## config.mk

```make
export PLATFORM = sky130hd
export DESIGN_NAME = simd_warp_receiver
export DESIGN_NICKNAME = d
export VERILOG_FILES = /design/src/rtl/simd_warp_receiver.sv
export SDC_FILE = /design/constraint.sdc
export NUM_CORES = 1
export LEC_CHECK = 0
export CORE_UTILIZATION = 25
export DETAILED_ROUTE_END_ITERATION = 6
export PLACE_DENSITY_LB_ADDON = 0.25
export SLEW_MARGIN = 40
export SYNTH_ARGS = -nofsm -noshare
export SYNTH_HDL_FRONTEND = slang
export SYNTH_SLANG_ARGS = --single-unit
```

## constraint.sdc

```tcl
create_clock -name clk -period 4.6 [get_ports clk]
set_input_delay 0.46 -clock clk [delete_from_list [all_inputs] [get_ports clk]]
set_output_delay 0.46 -clock clk [all_outputs]
set_load 0.02 [all_outputs]
```

## src/rtl/simd_warp_receiver.sv

```systemverilog
// SIMD core warp receiver: claims warps steered to CORE_ID, slices them into
// lane-wide thread batches and frees the core once every batch has retired.
module simd_warp_receiver #(
  parameter int CORE_ID         = 0,
  parameter int LOG2_SIMD_CORES = 2,
  parameter int LANES           = 8,
  parameter int TC_W            = 16,
  parameter int PC_W            = 32,
  parameter int WID_W           = 8
) (
  input  logic                       clk,
  input  logic                       rst,
  input  logic                       dispatch_valid_i,
  input  logic [LOG2_SIMD_CORES-1:0] simd_core_id_i,
  input  logic [TC_W-1:0]            kernel_thread_count_i,
  input  logic [PC_W-1:0]            kernel_start_pc_i,
  input  logic [WID_W-1:0]           kernel_warp_id_i,
  output logic                       busy_o,
  output logic                       batch_valid_o,
  input  logic                       batch_ready_i,
  output logic [TC_W-1:0]            batch_base_thread_o,
  output logic [LANES-1:0]           batch_lane_mask_o,
  output logic [PC_W-1:0]            batch_pc_o,
  output logic [WID_W-1:0]           batch_warp_id_o,
  input  logic                       batch_done_i,
  output logic                       freed_o,
  output logic [WID_W-1:0]           done_warp_id_o,
  output logic                       dispatch_drop_o,
  output logic                       protocol_err_o
);

  typedef enum logic [1:0] {IDLE, ISSUE, WAIT, FREE} state_e;

  localparam logic [TC_W-1:0] LANES_T = TC_W'(LANES);
  localparam logic [LOG2_SIMD_CORES-1:0] MY_ID =
    LOG2_SIMD_CORES'(CORE_ID);

  state_e             state_q, state_d;
  logic [PC_W-1:0]    pc_q, pc_d;
  logic [WID_W-1:0]   wid_q, wid_d;
  logic [TC_W-1:0]    rem_q, rem_d;
  logic [TC_W-1:0]    base_q, base_d;
  logic [TC_W-1:0]    out_q, out_d;
  logic [WID_W-1:0]   dwid_q, dwid_d;
  logic               drop_q, drop_d;
  logic               perr_q, perr_d;

  logic               claim, accept, dec;
  logic [TC_W-1:0]    take;
  logic [LANES-1:0]   mask_c;

  always_comb begin
    claim  = dispatch_valid_i && (simd_core_id_i == MY_ID);
    accept = (state_q == ISSUE) && batch_ready_i;
    dec    = batch_done_i && (out_q != '0);
    take   = (rem_q >= LANES_T) ? LANES_T : rem_q;
    for (int i = 0; i < LANES; i++) begin
      mask_c[i] = TC_W'(i) < rem_q;
    end

    state_d = state_q;
    pc_d    = pc_q;
    wid_d   = wid_q;
    rem_d   = rem_q;
    base_d  = base_q;
    dwid_d  = dwid_q;
    out_d   = out_q + TC_W'(accept) - TC_W'(dec);
    drop_d  = claim && (state_q != IDLE);
    perr_d  = perr_q | (batch_done_i && (out_q == '0));

    unique case (state_q)
      IDLE: begin
        if (claim) begin
          pc_d   = kernel_start_pc_i;
          wid_d  = kernel_warp_id_i;
          rem_d  = kernel_thread_count_i;
          base_d = '0;
          out_d  = '0;
          if (kernel_thread_count_i == '0) begin
            state_d = FREE;
            dwid_d  = kernel_warp_id_i;
          end else begin
            state_d = ISSUE;
          end
        end
      end
      ISSUE: begin
        if (accept) begin
          base_d = base_q + LANES_T;
          rem_d  = rem_q - take;
          if (rem_q == take) begin
            if (out_d == '0) begin
              state_d = FREE;
              dwid_d  = wid_q;
            end else begin
              state_d = WAIT;
            end
          end
        end
      end
      WAIT: begin
        if (out_d == '0) begin
          state_d = FREE;
          dwid_d  = wid_q;
        end
      end
      FREE: state_d = IDLE;
      default: state_d = IDLE;
    endcase
  end

  always_ff @(posedge clk or posedge rst) begin
    if (rst) begin
      state_q <= IDLE;
      pc_q    <= '0;
      wid_q   <= '0;
      rem_q   <= '0;
      base_q  <= '0;
      out_q   <= '0;
      dwid_q  <= '0;
      drop_q  <= 1'b0;
      perr_q  <= 1'b0;
    end else begin
      state_q <= state_d;
      pc_q    <= pc_d;
      wid_q   <= wid_d;
      rem_q   <= rem_d;
      base_q  <= base_d;
      out_q   <= out_d;
      dwid_q  <= dwid_d;
      drop_q  <= drop_d;
      perr_q  <= perr_d;
    end
  end

  assign busy_o              = state_q != IDLE;
  assign batch_valid_o       = state_q == ISSUE;
  assign batch_base_thread_o = base_q;
  assign batch_lane_mask_o   = (state_q == ISSUE) ? mask_c : '0;
  assign batch_pc_o          = pc_q;
  assign batch_warp_id_o     = wid_q;
  assign freed_o             = state_q == FREE;
  assign done_warp_id_o      = dwid_q;
  assign dispatch_drop_o     = drop_q;
  assign protocol_err_o      = perr_q;

endmodule
```

* Word level (Yosys, flattened, before mapping)
Cells that the tools add are included.
Word-level totals: input port bits 63, register bits after elaboration 100, logic and storage cells 73, output and inout port bits 77
Operators by class: order comparisons 9, reduce and logical (&&, ||, !) cells 18, add/subtract/negate cells 4, multiplexer cells 23, bitwise logic cells 1, equal/unequal tests 9
Operators by type and width (number):
- 16-bit two-way mux | 7
- 3-bit by 16-bit < comparator with 1-bit output, first input constant | 4
- 16-bit case mux with 2 select lines | 2
- 16-bit logical NOT | 3
- 8-bit two-way mux | 6
- 1-bit by 16-bit < comparator with 1-bit output, first input constant | 2
- 2-bit by 16-bit < comparator with 1-bit output, first input constant | 2
- 8-bit case mux with 3 select lines | 1
- 16-bit by 1-bit adder with 16-bit output | 1
- 16-bit by 4-bit adder with 16-bit output, second input constant | 1
- 16-bit == test | 1
- 16-bit by 4-bit >= comparator with 1-bit output, second input constant | 1
- 16-bit nonzero test | 1
- 16-bit by 1-bit subtractor with 16-bit output | 1
- 16-bit subtractor | 1
- 2-bit two-way mux | 5
- 2-bit case mux with 4 select lines | 1
- 2-bit inequality test, second input constant | 3
- 1-bit logical AND | 5
- 5-bit AND reduction | 1
- 2-bit == test, second input constant | 2
- 2-bit logical NOT | 2
- 2-bit by 1-bit inequality test with 1-bit output, second input constant | 2
- 4-bit AND reduction | 1
- other kinds (7) | 8

* Depth between registers and ports, before layout
depth after elaboration 9, mapped depth 18, mapped depth without buffers 17

* Least setup slack after synthesis
No wires, ideal clock.
path kind register -> register, start reg out_q[6], end reg dwid_q[1] (netlist: done_warp_id_o[1]), setup slack 0.536 ns, data required time 4.475 ns, stages on the path, launching flop included 18, buffers on the path 0, setup time 0.125 ns, data arrival time 3.939 ns, cells stage by stage dfrtp_1 -> inv_1 -> ha_1 -> nand4b_1 -> nor4_1 -> nor2b_1 -> ha_1 -> inv_1 -> ha_1 -> fa_1 -> a21o_1 -> a221oi_1 -> o21bai_1 -> or4_1 -> o311a_1 -> o41ai_4 -> and3b_2 -> o21ai_1
On the way: cells in the longest elaborated chain, start to end 8, elaborated cells on any way between the ends 9, those cells by class 2 x add/sub; 4 x mux; 3 x reduce/logical
Ends and longest elaborated chain:
- start, declared | RTL line 43 | logic [TC_W-1:0] out_q, out_d;
- start signal, assigned | RTL line 129 | out_q <= out_d;
- branches (longest 2 deep; another with 16-bit by 1-bit adder with 16-bit output)
- 16-bit by 1-bit subtractor with 16-bit output (*) | RTL line 67 | out_d = out_q + TC_W'(accept) - TC_W'(dec);
- 16-bit logical NOT (*) | RTL line 92, 102
- 8-bit two-way mux (*)
- 8-bit two-way mux (2 in a row)
- 8-bit case mux with 3 select lines (*)
- end signal, assigned | RTL line 130 | dwid_q <= dwid_d;
- end, declared | RTL line 44 | logic [WID_W-1:0] dwid_q, dwid_d;
Every way passes the cells marked *. The select of a mux whose other input is x is not followed. A chain may end at the register's enable or synchronous reset.

* Final worst setup path
start reg out_q[10], end reg state_q[0]
On the way: cells in the longest elaborated chain, start to end 8, elaborated cells on any way between the ends 11, those cells by class 2 x add/sub; 1 x eq/ne; 4 x mux; 4 x reduce/logical
Ends and longest elaborated chain:
- branches (longest 2 deep; another with 16-bit by 1-bit adder with 16-bit output)
- 16-bit by 1-bit subtractor with 16-bit output (*) | RTL line 67
- 16-bit logical NOT (*) | RTL line 92, 102
- 1-bit two-way mux | RTL line 92 | if (out_d == '0) begin
- 2-bit two-way mux | RTL line 91 | if (rem_q == take) begin
- 2-bit two-way mux | RTL line 88 | if (accept) begin
- 2-bit case mux with 4 select lines | RTL line 71 | unique case (state_q)
- end signal, assigned | RTL line 124 | state_q <= state_d;
- end, declared | RTL line 38 | state_e state_q, state_d;
Marks and branches as above.

==> impl_metrics.env <==
export IMPL_violated_checks="DRC"
export IMPL_cts_hold_repair_buffers=0
export IMPL_cp_common_cell="sky130_fd_sc_hd__ha_1"
export IMPL_synth_area_leader_cell="sky130_fd_sc_hd__dfrtp_1"
export IMPL_grt_start_max_net_pins=50
export IMPL_crit_chain="inv_1 -> ha_1 -> nand2_1 -> nor4_2 -> nor2b_1 -> ha_1 -> inv_1 -> ha_1 -> fa_1 -> a21o_1 -> a22o_1 -> o41ai_1 -> buf_4 -> xnor2_1 -> nand3_1 -> nor4bb_2 -> buf_4 -> and3b_1 -> o21ai_1"
export IMPL_post_cts_resized=0
export IMPL_routed_via_density=4.760
export IMPL_grt_setup_unrepaired="false"
export IMPL_dieHeight_um=152.5
export IMPL_clockRootBuffer="sky130_fd_sc_hd__clkbuf_16"
export IMPL_core_region_area_um2=22030
export IMPL_synthFlopType="sky130_fd_sc_hd__dfrtp_1"
export IMPL_routed_wl_met2_um=6958
export IMPL_slew_viol_final=0
export IMPL_setup_viol=0
export IMPL_max_stage_delay_ns=0.40
export IMPL_die_area_um2=23270
export IMPL_synth_most_common_cell="sky130_fd_sc_hd__dfrtp_1"
export IMPL_postSynthCellCount=600
export IMPL_synth_edf_count=0
export IMPL_worst_path_max_delay_cell="sky130_fd_sc_hd__dfrtp_1"
export IMPL_antenna_cells=0
export IMPL_synth_warning_count=0
export IMPL_num_fill_cells=2268
export IMPL_routed_wirelength_um=15770
export IMPL_status="finished with violations"
export IMPL_globalRouteTotalUtil=0.1384
export IMPL_maxCapViolations=0
export IMPL_finalWeightedCongestion=0.8021
export IMPL_dr_wl_met3_um=1232
export IMPL_timing_critical_path_max_delay_family="simple AND/OR/NAND/NOR gates"
export IMPL_ir_drop_mv=0.2950
export IMPL_vias=4884
export IMPL_final_nets=834
export IMPL_detail_route_iter0_violations=234
export IMPL_htreeDepth=3
export IMPL_ant_nets=0
export IMPL_io_pins=140
export IMPL_first_global_vias=4911
export IMPL_tritoncts_num_buffers=9
export IMPL_synth_ff_latch_count=97
export IMPL_path_class="reg -> reg"
export IMPL_finalHoldViolations=0
export IMPL_routed_wire_length_per_instance_um=15.37
export IMPL_clock_insertion_delay_worst_skew_ns=0.35
export IMPL_path_max_fanout=12
export IMPL_seq_area_frac_synth=0.4284
export IMPL_cts_tree="built"
export IMPL_port_buffers=136
export IMPL_die_width_um=152.5
export IMPL_timing_hold_worst_class="in -> async"
export IMPL_synth_top_cells_by_count="sky130_fd_sc_hd__dfrtp_1, sky130_fd_sc_hd__nand2_1, sky130_fd_sc_hd__nor2_1"
export IMPL_grt_remaining_overflow=0
export IMPL_layout_drive_gt1_share=0.1072
export IMPL_post_route_min_period_ns=4.321
export IMPL_synth_cell_area_um2=5665
export IMPL_skew_ns=0.007887
export IMPL_synth_distinct_cells=64
export IMPL_worst_slew_margin_rel=0.4744
export IMPL_timing_worst_slew_pin_value_ns=0.7884
export IMPL_wl_met1_um=7410
export IMPL_drt_pass1_iterations=7
export IMPL_row_count=54
export IMPL_crit_path_end_kind="register"
export IMPL_min_period_over_period=0.9394
export IMPL_critical_path_arrival_ns=4.55
export IMPL_area_delta_synth_final_pct=36.40
export IMPL_worstSetupStartpointType="register"
export IMPL_antenna_found_initial=0
export IMPL_grt_first_pass_wirelength_um=25860
export IMPL_synthesis_area_per_instance_um2=9.442
export IMPL_ys_top_cells_by_area="sky130_fd_sc_hd__dfrtp_1, sky130_fd_sc_hd__mux2_2, sky130_fd_sc_hd__ha_1, sky130_fd_sc_hd__nand2_1, sky130_fd_sc_hd__a21oi_1"
export IMPL_fin_setup_tns_ns=0
export IMPL_crit_buf_inv=4
export IMPL_numClockSinks=97
export IMPL_netlist_area_leader_share=0.4284
export IMPL_async_reset_ff_frac=1.000
export IMPL_worstPathRequired_ns=4.83
export IMPL_max_clock_path_buffers=2
export IMPL_clk_transition_reported_paths_ns=0.08
export IMPL_power_static_leakage_nw=3.300
export IMPL_drt_drc_violations_left=3
export IMPL_dr_max_layer_used="met4"
export IMPL_dpl_hpwl_um=11690
export IMPL_start_util=0.2572
export IMPL_final_util=0.3508
export IMPL_cts_repair_timing_setup_buffer_count=0
export IMPL_cellPowerDensity_nw_per_um2=812.4
export IMPL_clock_fmax_mhz=231.4
[worst paths after layout]
kind,startpoint,endpoint,slack [ns],cells after the start
setup / recovery,out_q[10],state_q[0],0.28,19
hold / removal,rst,batch_pc_o[21],0.42,2
setup reg to reg,out_q[10],state_q[0],0.28,19
hold reg to reg,protocol_err_o,protocol_err_o,0.49,1
max in group asynchronous,rst,rem_q[0],3.22,3
min in group clk,protocol_err_o,protocol_err_o,0.49,1
[sequential cells by signal, indices dropped and copies added, names as in the netlist]
signal / cells
done_warp_id_o: 8
protocol_err_o: 1
out_q: 16
batch_pc_o: 32
batch_warp_id_o: 8
rem_q: 16
dispatch_drop_o: 1
state_q: 2
batch_base_thread_o: 13
[where the power goes]
group / internal [mW] / switching, mW
Sequential: 1.24 / 0.277
Clock: 0.433 / 0.355
Combinational: 1.75 / 2.23
[cell families (layout without fill, tap and decap cells)]
family                     count (synthesis)  in the layout  share of synthesized area
and+or+nand+nor                          211            211                     0.1866
AOI/OAI and AO/OA                        135            135                     0.1528
DFF                                       97             97                     0.4284
buffers and inverters                     59            203                    0.04196
muxes                                     46             46                    0.09033
adders and majority gates                 30             30                    0.06758
xor gates and xnor gates                  20             20                    0.03092
other                                      2              4                   0.001326
[placed cells by master, fill, tap and decap left out, drive strengths merged, types with 9 or more instances in the layout]
master and instances:
a21oi 44, dfrtp 97, nor2 55, nand2 62, buf 14, clkdlybuf4s50 136
ha 29, inv 41, nand3 12, a31oi 10, mux2 41, clkbuf 11
o21ai 27, nor3 11, a21o 9, and2 10, xnor2 12
[stage by stage]
| stage | hold slack [ns] | worst slack, ns | area, µm² | total power, mW | cells |
|---|---|---|---|---|---|
| after CTS | 0.4211 | 0.1947 | 7710 | 6.315 | 1026 |
| after detailed placement | 0.4842 | 0.2112 | 7410 | 5.475 | 1010 |
| after global placement | 0.4884 | 0.2923 | 7407 | 5.486 | 1010 |
| final | 0.4218 | 0.2787 | 7727 | 6.278 | 1026 |
| after floorplan | 0.4678 | 0.5359 | 5673 | 4.100 | 602 |
| after global routing | 0.4391 | 0.006504 | 7727 | 6.804 | 1026 |
[per-layer routing]
layer / vias up / global-route usage
met3: 13 / 0.04892
met1: 2308 / 0.1859
li1: 2421 / -
met2: 142 / 0.2096
met5: - / 0
met4: 0 / 0.03800
[layout make-up]
class / count / area [µm²] / area share
multi-input cells: 446 / 3042 / 0.3936
flip-flops and latches: 97 / 2427 / 0.3141
repair buffers: 150 / 1466 / 0.1898
well taps: 280 / 350.3 / 0.04534
clock buffers: 11 / 232.7 / 0.03012
inverters: 37 / 141.4 / 0.01830
clock inverters: 5 / 67.56 / 0.008744
[worst reg2reg max path, delay by kind of cell, from the launching register on]
kind                     cells  cell delay [ns]
AND/OR/NAND/NOR              6             1.16
adder cells (fa/ha/maj)      4             1.05
AO/OA/AOI/OAI                4             0.85
buffers and inverters        4             0.57
flip-flops                   1             0.40
XOR/XNOR                     1             0.18
(Power assumes the default switching activity.)
